### config.mk
export PLATFORM = sky130hd
export DESIGN_NAME = refresh_scheduler
export DESIGN_NICKNAME = d
export VERILOG_FILES = /design/src/rtl/dram_pkg.sv /design/src/rtl/refresh_timer.sv /design/src/rtl/refresh_scheduler.sv
export SDC_FILE = /design/constraint.sdc
export NUM_CORES = 1
export LEC_CHECK = 0
export CORE_ASPECT_RATIO = 1.5
export CORE_UTILIZATION = 40
export DETAILED_ROUTE_END_ITERATION = 10
export PLACE_DENSITY_LB_ADDON = 0.2
export SLEW_MARGIN = 20
export SYNTH_ARGS = -nofsm -noshare
export SYNTH_HDL_FRONTEND = slang
export SYNTH_SLANG_ARGS = --single-unit
### constraint.sdc
create_clock -name clk -period 2.23 [get_ports clk]
set_input_delay 0.446 -clock clk [delete_from_list [all_inputs] [get_ports clk]]
set_output_delay 0.446 -clock clk [all_outputs]
set_load 0.02 [all_outputs]
### src/rtl/dram_pkg.sv
// -----------------------------------------------------------------------------
// dram_pkg
//
// Shared DRAM controller definitions:
//   - default refresh timing constants for a 150 MHz controller clock
//   - refresh scheduler FSM state encoding
//   - DRAM command encodings ({ras_n, cas_n, we_n}) shared with the scheduler
//   - small elaboration-time helper functions
// -----------------------------------------------------------------------------
package dram_pkg;

    // Default timing at 150 MHz (6.67 ns clock).
    localparam int DEF_TRP      = 3;    // precharge period, ~20 ns
    localparam int DEF_TRFC     = 53;   // refresh cycle time, 350 ns
    localparam int DEF_MAX_PEND = 8;    // JEDEC limit on postponed refreshes
    localparam int DEF_PW       = 4;    // width that holds DEF_MAX_PEND

    // Refresh scheduler FSM states.
    typedef enum logic [2:0] {
        RS_IDLE      = 3'd0,
        RS_REQ       = 3'd1,
        RS_PRE       = 3'd2,
        RS_WAIT_TRP  = 3'd3,
        RS_REF       = 3'd4,
        RS_WAIT_TRFC = 3'd5
    } ref_state_t;

    // DRAM command encodings as driven onto {ras_n, cas_n, we_n}.
    typedef enum logic [2:0] {
        CMD_MRS   = 3'b000,
        CMD_REF   = 3'b001,
        CMD_PRE   = 3'b010,
        CMD_ACT   = 3'b011,
        CMD_WR    = 3'b100,
        CMD_RD    = 3'b101,
        CMD_BST   = 3'b110,
        CMD_NOP   = 3'b111
    } dram_cmd_t;

    function automatic int max_int(input int a, input int b);
        return (a > b) ? a : b;
    endfunction

endpackage : dram_pkg

### src/rtl/refresh_timer.sv
// -----------------------------------------------------------------------------
// refresh_timer
//
// Loadable down-counter used by the refresh scheduler for both the tRP and the
// tRFC waits. The counter stops at zero.
//
// Ports:
//   clk       in   system clock
//   rst       in   synchronous active-high reset (count -> 0)
//   load      in   load load_val this cycle
//   load_val  in   W  value to load
//   zero      out  wait expires this cycle: the count is 1 (reaches 0 at the
//                  coming edge) or already 0
// -----------------------------------------------------------------------------
module refresh_timer #(
    parameter int W = 6
) (
    input  logic         clk,
    input  logic         rst,
    input  logic         load,
    input  logic [W-1:0] load_val,
    output logic         zero
);

    logic [W-1:0] count;

    always_ff @(posedge clk) begin
        if (rst) begin
            count <= '0;
        end else if (load) begin
            count <= load_val;
        end else if (count != '0) begin
            count <= count - W'(1);
        end
    end

    // Flagging the last cycle (count == 1) rather than count == 0 makes a wait
    // state loaded with N last exactly N cycles, so the state after the wait
    // lands N+1 cycles after the load cycle.
    assign zero = (count <= W'(1));

endmodule : refresh_timer

### src/rtl/refresh_scheduler.sv
// -----------------------------------------------------------------------------
// refresh_scheduler
//
// Turns the one-cycle tREFI tick into a legal auto-refresh sequence: counts
// postponed refreshes, requests the command bus, precharges all banks when a
// row is open, issues REFRESH and then holds the bus for tRFC.
//
// Ports:
//   clk           in   system clock
//   rst           in   synchronous active-high reset
//   refresh_flag  in   one-cycle tick, one per tREFI
//   ctrl_idle     in   main scheduler has no queued traffic
//   bank_open     in   at least one bank has an open row (used at grant only)
//   grant         in   command bus granted (only looked at while requesting)
//   ref_req       out  command bus request
//   ref_urgent    out  pending == MAX_PEND
//   ref_busy      out  bus owned; scheduler must not issue commands
//   cmd_pre_all   out  PRECHARGE-ALL strobe
//   cmd_ref       out  REFRESH strobe
//   pending       out  PW  outstanding refresh count
//   overflow      out  sticky: tick lost because pending was saturated
// -----------------------------------------------------------------------------
module refresh_scheduler
    import dram_pkg::*;
#(
    parameter int TRP      = DEF_TRP,
    parameter int TRFC     = DEF_TRFC,
    parameter int MAX_PEND = DEF_MAX_PEND,
    parameter int PW       = DEF_PW
) (
    input  logic          clk,
    input  logic          rst,
    input  logic          refresh_flag,
    input  logic          ctrl_idle,
    input  logic          bank_open,
    input  logic          grant,
    output logic          ref_req,
    output logic          ref_urgent,
    output logic          ref_busy,
    output logic          cmd_pre_all,
    output logic          cmd_ref,
    output logic [PW-1:0] pending,
    output logic          overflow
);

    localparam int TW = $clog2(max_int(TRP, TRFC));

    localparam logic [PW-1:0] MAX_P = PW'(MAX_PEND);

    localparam logic [2:0] IDLE      = RS_IDLE;
    localparam logic [2:0] REQ       = RS_REQ;
    localparam logic [2:0] PRE       = RS_PRE;
    localparam logic [2:0] WAIT_TRP  = RS_WAIT_TRP;
    localparam logic [2:0] REF       = RS_REF;
    localparam logic [2:0] WAIT_TRFC = RS_WAIT_TRFC;

    logic [2:0]    state;
    logic [2:0]    state_nxt;
    logic [PW-1:0] pending_nxt;
    logic          ovf_set;
    logic          ref_dec;
    logic          timer_load;
    logic [TW-1:0] timer_val;
    logic          timer_zero;

    // ------------------------------------------------------------------
    // Pending refresh counter
    // ------------------------------------------------------------------
    assign ref_dec = (state == REF);

    always_comb begin
        pending_nxt = pending;
        ovf_set     = 1'b0;
        if (refresh_flag && !ref_dec) begin
            if (pending == MAX_P) begin
                ovf_set = 1'b1;
            end else begin
                pending_nxt = pending + PW'(1);
            end
        end else if (!refresh_flag && ref_dec) begin
            pending_nxt = pending - PW'(1);
        end
    end

    always_ff @(posedge clk) begin
        if (rst) begin
            pending  <= '0;
            overflow <= 1'b0;
        end else begin
            pending <= pending_nxt;
            if (ovf_set) begin
                overflow <= 1'b1;
            end
        end
    end

    assign ref_urgent = (pending == MAX_P);

    // ------------------------------------------------------------------
    // Sequencing FSM
    // ------------------------------------------------------------------
    always_comb begin
        state_nxt  = state;
        timer_load = 1'b0;
        timer_val  = '0;
        unique case (state)
            IDLE: begin
                // Look at the count as it will be after this edge so a tick
                // raises the request in the very next cycle.
                if ((pending_nxt != '0) && (ctrl_idle || (pending_nxt == MAX_P))) begin
                    state_nxt = REQ;
                end
            end
            REQ: begin
                if (grant) begin
                    state_nxt = bank_open ? PRE : REF;
                end
            end
            PRE: begin
                timer_load = 1'b1;
                timer_val  = TW'(TRP - 1);
                state_nxt  = WAIT_TRP;
            end
            WAIT_TRP: begin
                if (timer_zero) begin
                    state_nxt = REF;
                end
            end
            REF: begin
                timer_load = 1'b1;
                timer_val  = TW'(TRFC - 1);
                state_nxt  = WAIT_TRFC;
            end
            WAIT_TRFC: begin
                if (timer_zero) begin
                    state_nxt = IDLE;
                end
            end
            default: begin
                state_nxt = IDLE;
            end
        endcase
    end

    always_ff @(posedge clk) begin
        if (rst) begin
            state <= IDLE;
        end else begin
            state <= state_nxt;
        end
    end

    refresh_timer #(
        .W (TW)
    ) u_timer (
        .clk      (clk),
        .rst      (rst),
        .load     (timer_load),
        .load_val (timer_val),
        .zero     (timer_zero)
    );

    // Outputs decode straight from the state register, so reset forces them
    // low in the cycle after rst and strobes are inherently one state wide.
    assign ref_req     = (state == REQ);
    assign cmd_pre_all = (state == PRE);
    assign cmd_ref     = (state == REF);
    assign ref_busy    = (state == PRE) || (state == WAIT_TRP) ||
                         (state == REF) || (state == WAIT_TRFC);

endmodule : refresh_scheduler

Yosys cells after proc, flatten, opt, wreduce, memory -nomap -nowiden
Index checks and enable logic that the tools add are counted.
W data, S select, Z words.
{ "classes": {"n_eq_ne": 11, "order_cmp": 1, "n_addsub": 3, "n_mux": 15, "n_reduce_logical": 15, "bitwise": 0, "n_div": 0, "n_mul": 0, "shifts": 0} }
{ "op_table": {"columns": ["op", "count"], "rows": [
  ["$pmux W3 S6", 1],
  ["$mux W3", 5],
  ["$mux W4", 3],
  ["$mux W6", 2],
  ["$pmux W6 S2", 1],
  ["$eq A4 B4 Y1 const B", 2],
  ["$ne A2 B2 Y1 const B", 4],
  ["$eq A3 B2 Y1 const B", 2],
  ["$eq A3 B3 Y1 const B", 2],
  ["$le A6 B1 Y1 const B", 1],
  ["$reduce_bool A6 Y1", 1],
  ["$sub A6 B1 Y6 const B", 1],
  ["$add A4 B1 Y4 const B", 1],
  ["$logic_or A1 B1 Y1", 4],
  ["$reduce_and A4 Y1", 1],
  ["$reduce_bool A4 Y1", 1],
  ["$sub A4 B1 Y4 const B", 1],
  ["$eq A3 B1 Y1 const B", 1],
  ["$logic_and A1 B1 Y1", 3],
  ["$logic_not A3 Y1", 1],
  ["$mux W1", 3],
  ["$logic_not A1 Y1", 2],
  ["$reduce_bool A2 Y1", 1],
  ["$reduce_or A2 Y1", 1]
]} }
{ "totals": {"mem_bits_rw": 0, "inputBits": 6, "latchBits": 0, "wordCells": 49, "ff_bits": 14, "out_inout_bits": 10, "memories": 0, "romBits": 0} }

Depth between registers and ports, before layout
Gate-level depths: netlist (run 1).
{ "logic_depth": {"ltp_word": 9, "mapped_depth": 8, "mapped_depth_nobuf": 8} }

By module
Synthesis (run 1) repeated with hierarchy kept, for this count alone.
{ "hier_totals": {"cells_unflattened": 116, "area_unflattened_um2": 1017.2} }
{ "modules_own_cells": {"columns": ["module", "cells_each", "seq_area_each_um2", "n_inst", "area_per_inst_um2"], "rows": [
  ["refresh_scheduler", 75, 160.2, 1, 640.6],
  ["refresh_timer", 41, 120.1, 1, 376.6]
]} }

Worst setup path after synthesis (run 1)
OpenSTA, ideal clock, no wires.
{ "synth_path": {"kind": "register -> register", "startpoint": "reg pending[0]", "endpoint": "reg state[1]", "arrival_time_ns": 2.034, "setup_ns": 0.127, "period_less_slack_ns": 2.161, "path_stages_with_launch": 9, "path_slack_ns": 0.069, "path_cell_list": "dfxtp_1 > inv_1 > ha_1 > nor2b_1 > and2_1 > o311a_4 > o31a_1 > o211ai_1 > o31ai_1"} }
{ "synth_between": {"elab_chain_cells": 8, "elab_cells_between_ends": 12, "classes_between": "add/sub: 2; eq/ne: 3; mux: 3; reduce/logical: 4"} }
{ "synth_lines": {"columns": ["item", "line_no", "source"], "rows": [
  ["start, declared", "refresh_scheduler.sv:42", "output logic [PW-1:0] pending,"],
  ["start signal, assigned", "refresh_scheduler.sv:90", "pending <= pending_nxt;"],
  ["$sub A4 B1 Y4, or another cell as far along", "refresh_scheduler.sv:81", "pending_nxt = pending - PW'(1);"],
  ["$mux W4 (on tied branches)", "refresh_scheduler.sv:80, refresh_scheduler.sv:75", null],
  ["$mux W4 (*)", "refresh_scheduler.sv:74", "if (refresh_flag && !ref_dec) begin"],
  ["$eq A4 B4 Y1", "refresh_scheduler.sv:110", "if ((pending_nxt != '0) && (ctrl_idle || (pending_nxt == MAX_P))) begin"],
  ["$logic_or A1 B1 Y1", "refresh_scheduler.sv:110", null],
  ["$logic_and A1 B1 Y1 (*)", "refresh_scheduler.sv:110", null],
  ["$ne A2 B2 Y1 (no source line) (*)", null, null],
  ["$reduce_and A4 Y1 (no source line) (*)", null, null],
  ["end signal, assigned", "refresh_scheduler.sv:149", "state <= state_nxt;"],
  ["end, declared", "refresh_scheduler.sv:57", "logic [2:0] state;"]
]} }
Mark *: on every way between the ends. The rest lies on a longest branch, timed or not.
A chain may end at the register's enable or synchronous reset.

Worst setup path in the final report (run 1)
{ "layout_path": {"startpoint": "in refresh_flag", "endpoint": "reg state[1]"} }
{ "layout_between": {"elab_chain_cells": 9, "elab_cells_between_ends": 11, "classes_between": "eq/ne: 2; mux: 2; reduce/logical: 7"} }
{ "layout_lines": {"columns": ["item", "line_no", "source"], "rows": [
  ["start, declared", "refresh_scheduler.sv:33", "input logic refresh_flag,"],
  ["$logic_not A1 Y1", "refresh_scheduler.sv:80", "end else if (!refresh_flag && ref_dec) begin"],
  ["$logic_and A1 B1 Y1", "refresh_scheduler.sv:80", null],
  ["$mux W4", "refresh_scheduler.sv:80", null],
  ["$mux W4 (*)", "refresh_scheduler.sv:74", null],
  ["$eq A4 B4 Y1", "refresh_scheduler.sv:110", null],
  ["$logic_or A1 B1 Y1", "refresh_scheduler.sv:110", null],
  ["$logic_and A1 B1 Y1 (*)", "refresh_scheduler.sv:110", null],
  ["$ne A2 B2 Y1 (no source line) (*)", null, null],
  ["$reduce_and A4 Y1 (no source line) (*)", null, null]
]} }
Marked as above.

==> metrics.txt, run 1 <==
status=complete, no violations; fmax=471.3 MHz; Tmin final=2.122 ns; gr usage total=18.81%; Top FF cell, synth=dfxtp_1; HP Start=overflow; Final Cell Area=0.001222 mm^2; Worst Hold Depth=2; sw power=0.5701 mW; initial antenna violation count=0; Pwr Total=1.346 mW; Core Util, Final=54.73%; static leakage=0.5444 nW; Clock power frac=13.8%; Slew Limit Headroom=67.02%; num ports=16; post-synthesis async set-or-reset flop share=0%; largest net degree at the start of global routing=14; clock sink count=14; CTS H-tree lvls=1; grt ovf=0; Worst R2R End=state[1]; Starting Density=42.80%; clock transition at the registers of the reported paths=0.09 ns; layout cell share with drive strength beyond 1=14.18%; Post-CTS Setup Inserts=0; reg-to-reg startpoint=state[1]; antenna cells=0; unrepaired setup endpoints after global routing=false; setup TNS=0 ns; Remaining DRCs=0; R2R cell count=6; Reg area=280.3 um^2; Vias/cell=5.872; ratio of final minimum period to clock period=95.14%; final hold slack=0.4819 ns; Logic pwr share=57.4%; post-synthesis sequential area ratio=29.32%; Max Transition Viols Final=0; Syn Nets=128; switch share=42.36%; TritonCTS clock tree=yes; PwrDens=1101 mW/mm^2; port bufs=15; number of synthesized register bits=14; post-placement cell area=0.001176 mm^2; global-route wire length before repair=3732 um; worst hold endpoint=overflow; die height=61.87 um; CP Class=in2reg; DR vias=963; CP Capture Type=register; Mapped Area=955.9 um^2; Cells after Synth=118; worst slew pin tran=0.4896 ns; maximum vdd drop=0.7150 mV; Num CTS Buffers=3; Layout area overhead=27.88%; total wire length=2254 um; WP data arrival=2.29 ns; Rows=21; Post-synth EDFFs=0; Layout fillers=217; FF-to-FF setup slack=0.13 ns; Sequential Power Share=28.9%; Req. time, crit path=2.40 ns; RePlAce Congestion=0.8857; DR pass1 iterations=4; core region area=0.002233 mm^2; critical path startpoint category=input pin; drt first-iter violations=42; worst hold path type=reg2reg; worst clock skew=0.003292 ns; vias in the first global route=907; hpwl dp=1644 um; max_cap viols=0; footprint of the multi-input gates=615.6 um^2; root buf cell=clkbuf_4; synth unique cells=42; warnings from Yosys=0; Critical path origin=refresh_flag; Final Setup Violations=0; latest clock arrival within the worst-skew pair=0.28 ns; DR WL/cell=13.74 um; Hold Vio Cnt, Final=0; Critical Path Fanout Max=5; Final ANT Viol Nets=0; P_int=0.7759 mW; Die Footprint=0.002593 mm^2; nets=152; CTS max path bufs=2; Post-Synthesis Mean Instance Area=8.101 um^2; die width=41.92 um
==> how the worst max path moves through the flow <==
stage	to	slack, ns
after detailed placement	state[1]	-0.19
after global placement	state[1]	-0.13
after global routing	state[1]	0.03
after floorplan	state[1]	0.07
final	state[1]	0.11
after CTS	ref_urgent	0.007
==> flip-flops by register name (all words and copies together), names as in the netlist <==
register / count
pending: 4
overflow: 1
u_timer.count: 6
state: 3
==> synthesized netlist by cell type (2+ instances only) <==
cell | number | area, um^2
and3_1 | 2 | 12.51
nor2b_1 | 2 | 12.51
nor3b_1 | 2 | 15.01
o21ai_0 | 4 | 20.02
dfxtp_1 | 14 | 280.3
nand3_1 | 2 | 10.01
xor2_1 | 2 | 17.52
inv_1 | 9 | 33.78
a31oi_1 | 3 | 18.77
clkbuf_1 | 2 | 7.510
or3_1 | 3 | 18.77
a21oi_1 | 5 | 25.02
o211ai_1 | 3 | 22.52
nor2_1 | 14 | 52.55
xnor2_1 | 4 | 35.03
nor4_1 | 2 | 12.51
nand4_1 | 2 | 12.51
buf_2 | 3 | 15.01
ha_1 | 4 | 50.05
a211oi_1 | 3 | 22.52
nor3_1 | 6 | 30.03
nand2_1 | 7 | 26.28
==> power groups by stage <==
stage	Combinational [mW]	Clock (mW)	Sequential, mW
global route	0.868	0.203	0.397
finish	0.772	0.185	0.389
detailed placement	0.770	0	0.392
global placement	0.757	0	0.390
floorplan	0.549	0	0.400
CTS	0.772	0.192	0.387
==> through the flow <==
step / setup slack (ns) / cells
after floorplan: 0.06939 / 118
after global placement: -0.1341 / 160
after detailed placement: -0.1920 / 160
after CTS: 0.006904 / 164
after global routing: 0.02832 / 164
final: 0.1083 / 164
==> per-layer routing <==
metal,share of wire [%],up-vias,track usage (%)
li1,-,477,-
met3,1.7,7,2.023
met2,52,14,34.38
met4,2.9,0,13.82
met5,0,-,0
met1,43,465,20.32
==> kinds of logic (layout without fill, tap and decap cells) <==
logic type | Yosys count | count (layout) | synth area share, %
flip-flops | 14 | 14 | 29.32
AO/OA/AOI/OAI | 29 | 29 | 24.22
AND/OR/NAND/NOR | 50 | 50 | 28.67
XOR/XNOR | 6 | 6 | 5.497
adder cells (fa/ha/maj) | 4 | 4 | 5.236
buffers and inverters | 15 | 38 | 7.068
==> cell type report <==
type	instances	share of cell area, %
well taps	23	2.354
inverters	9	2.764
clock buffers	4	2.968
multi-input cells	89	50.36
repair buffers	25	18.63
flip-flops and latches	14	22.93
==> critical path: stages <==
cell             delay [ns]
clkdlybuf4s50_1        0.47
or4b_1                 0.55
o21ai_1                0.16
a41oi_1                0.09
o31a_1                 0.30
o211ai_1               0.18
o31ai_1                0.09
==> layout by cell type (no fill, tap or decap), types with 3 or more instances in the layout <==
cell type / count
dfxtp_1: 14
nor2_1: 14
nand2_1: 7
o211ai_1: 3
a31oi_1: 3
ha_1: 4
a21oi_1: 5
inv_1: 9
nor3_1: 6
xnor2_1: 3
a211oi_1: 3
o21ai_0: 3
or3_1: 3
clkbuf_4: 3
buf_4: 10
clkdlybuf4s50_1: 11
==> repair_timing <==
item	4_1_cts	5_1_grt
endpoints found under the hold margin	0	0
setup endpoints to repair	2	3
gates resized for setup	2	4
cloned	0	0
hold buffers	0	0
No activity file was read; power rests on OpenSTA's default activity.
==> run 2, diff against run 1 <==
- CORE_MARGIN: default -> 10
- SETUP_SLACK_MARGIN: default -> 0.15
==> run 2 against run 1 <==
  * First-iteration DRC count down 62%
  * Critical path depth unchanged
  * Non-clock buffer count grew 3
  * Sequential cell count unchanged
  * Routed wire length up 8.9%
  * Largest cell class unchanged
==> metrics.txt, run 2 (synthesis gave the netlist of run 1 again) <==
fmax=501.8 MHz (was 471.3 MHz); global-route wire length before repair=4471 um (was 3732 um); most frequent cells in the layout=nor2_1 (14), buf_4 (13), dfxtp_1 (10) (was nor2_1 (14), dfxtp_1 (14), clkdlybuf4s50_1 (11)); Slew Limit Headroom=74.11% (was 67.02%); Num CTS Buffers=3 (unchanged); Req. time, crit path=2.40 ns (about the same); port bufs=15 (unchanged); Rows=21 (unchanged); Sequential Power Share=28.9% (about the same); footprint of the multi-input gates=619.3 um^2 (was 615.6 um^2); worst clock skew=0.005455 ns (was 0.003292 ns); worst slew pin tran=0.3856 ns (was 0.4896 ns); Reg area=287.8 um^2 (was 280.3 um^2); Critical Path Fanout Max=4 (was 5); Final ANT Viol Nets=0 (unchanged); post-placement cell area=0.001186 mm^2 (was 0.001176 mm^2); die height=79.87 um (was 61.87 um); num ports=16 (unchanged); initial antenna violation count=0 (unchanged); max_cap viols=0 (unchanged); Pwr Total=1.360 mW (was 1.346 mW); Final Cell Area=0.001250 mm^2 (was 0.001222 mm^2); Critical-path top delay cell=or4b_4 (was or4b_1); DR pass1 iterations=4 (unchanged); unrepaired setup endpoints after global routing=true (was false); critical-path cell list=buf_4 -> or4b_4 -> o21ai_1 -> a41oi_1 -> o31a_1 -> o211ai_1 -> o31ai_1 (was clkdlybuf4s50_1 -> or4b_1 -> o21ai_1 -> a41oi_1 -> o31a_1 -> o211ai_1 -> o31ai_1); Hold Vio Cnt, Final=0 (unchanged); CTS max path bufs=2 (unchanged); Logic pwr share=57.6% (was 57.4%); RePlAce Congestion=0.8564 (was 0.8857); root buf cell=clkbuf_4 (unchanged); latest clock arrival within the worst-skew pair=0.28 ns (about the same); CP Capture Type=register (unchanged); die width=59.92 um (was 41.92 um); TritonCTS clock tree=yes (unchanged); Remaining DRCs=0 (unchanged); Max Transition Viols Final=0 (unchanged); total wire length=2455 um (was 2254 um); P_int=0.7865 mW (was 0.7759 mW); Largest register FFs=6 (unchanged); DR WL/cell=14.70 um (was 13.74 um); PwrDens=1088 mW/mm^2 (was 1101 mW/mm^2); biggest regs=u_timer.count: 6 flops, pending: 4 flops, state: 3 flops (unchanged); Non-Filler Instances=167 (was 164); CP Class=reg2reg (was in2reg); DR vias=958 (was 963); Vias/cell=5.737 (was 5.872); Core Util, Final=55.32% (was 54.73%); switch share=42.16% (was 42.36%); placed insts=161 (was 160); layout cell share with drive strength beyond 1=20.83% (was 14.18%); gr usage total=11.39% (was 18.81%); Worst path max stage delay=0.54 ns (was 0.55 ns); Die Footprint=0.004785 mm^2 (was 0.002593 mm^2); final hold slack=0.4771 ns (was 0.4819 ns); worst hold path type=reg2reg (unchanged); register name with the most flops=u_timer.count (unchanged); clock transition at the registers of the reported paths=0.09 ns (about the same); maximum vdd drop=0.5833 mV (was 0.7150 mV); Layout area overhead=30.76% (was 27.88%); Starting Density=42.30% (was 42.80%); status=complete, no violations (unchanged); clock sink count=14 (unchanged); ratio of final minimum period to clock period=89.37% (was 95.14%); static leakage=0.5612 nW (was 0.5444 nW); commonest non-fill, non-tap cell in the layout=nor2_1; WP data arrival=2.16 ns (was 2.29 ns); core region area=0.002260 mm^2 (was 0.002233 mm^2); grt ovf=0 (unchanged); sw power=0.5734 mW (was 0.5701 mW); Final Setup Violations=0 (unchanged); drt first-iter violations=16 (was 42); CTS H-tree lvls=1 (unchanged); Tmin final=1.993 ns (was 2.122 ns); nets=155 (was 152); antenna cells=0 (unchanged); critical path startpoint category=register (was input pin); Clock power frac=13.4% (was 13.8%); largest net degree at the start of global routing=11 (was 14); Layout fillers=212 (was 217); vias in the first global route=1035 (was 907); hpwl dp=1965 um (was 1644 um)
-- run 2: cell count changes in the layout (fill, tap and decap cells not counted), sizes merged --
cell / delta
clkdlybuf4s50: -2
clkbuf: +1
buf: +3
dlygate4sd2: +1
-- run 2: power groups by stage --
stage / clock network [mW] / registers (mW) / logic, mW
2_1_floorplan: 0 / 0.402 / 0.549
3_3_place_gp: 0 / 0.397 / 0.760
3_5_place_dp: 0 / 0.401 / 0.774
4_1_cts: 0.193 / 0.396 / 0.769
5_1_grt: 0.201 / 0.406 / 0.899
6_report: 0.183 / 0.393 / 0.784
-- run 2: through the flow --
stage / setup TNS [ns] / setup slack, ns
6_report: 0 / 0.2370
5_1_grt: 0 / 0.1277
4_1_cts: 0 / 0.1296
3_5_place_dp: -0.3140 / -0.1707
3_3_place_gp: -0.1993 / -0.1185
2_1_floorplan: 0 / 0.1852
-- run 2: area by class of cell --
cell class                      count  area share (%)
Clock buffer                        4           2.903
Multi-Input combinational cell     89           49.55
Sequential cell                    14           23.02
Inverter                            9           2.703
Tap cell                           23           2.302
Timing Repair Buffer               28           19.52
-- run 2: worst paths after layout --
check | start | endpoint | slack [ns] | cells after the start
setup / recovery | state[1] | state[1] | 0.24 | 7
hold / removal | overflow | overflow | 0.48 | 2
setup reg to reg | state[1] | state[1] | 0.24 | 7
hold reg to reg | overflow | overflow | 0.48 | 2
-- run 2: critical path, delay by kind of cell, from the launching register on --
kind | cells | cell delay (ns)
compound gates | 5 | 0.85
buf+inv | 1 | 0.14
flops | 1 | 0.35
simple gates | 1 | 0.54
-- run 2: per-layer routing --
layer | GRT usage, % | up-vias | share of wire, %
li1 | - | 483 | -
met1 | 11.67 | 455 | 40
met2 | 20.04 | 16 | 53
met3 | 2.548 | 4 | 4.9
met4 | 6.532 | 0 | 1.9
met5 | 0 | - | 0
-- run 2: timing repair --
action | 4_1_cts | 5_1_grt
gates resized for setup | 5 | 11
pin swaps | 0 | 1
endpoints found under the setup margin | 5 | 6
cloned | 0 | 0
setup buffers | 0 | 2
hold buffers | 0 | 0
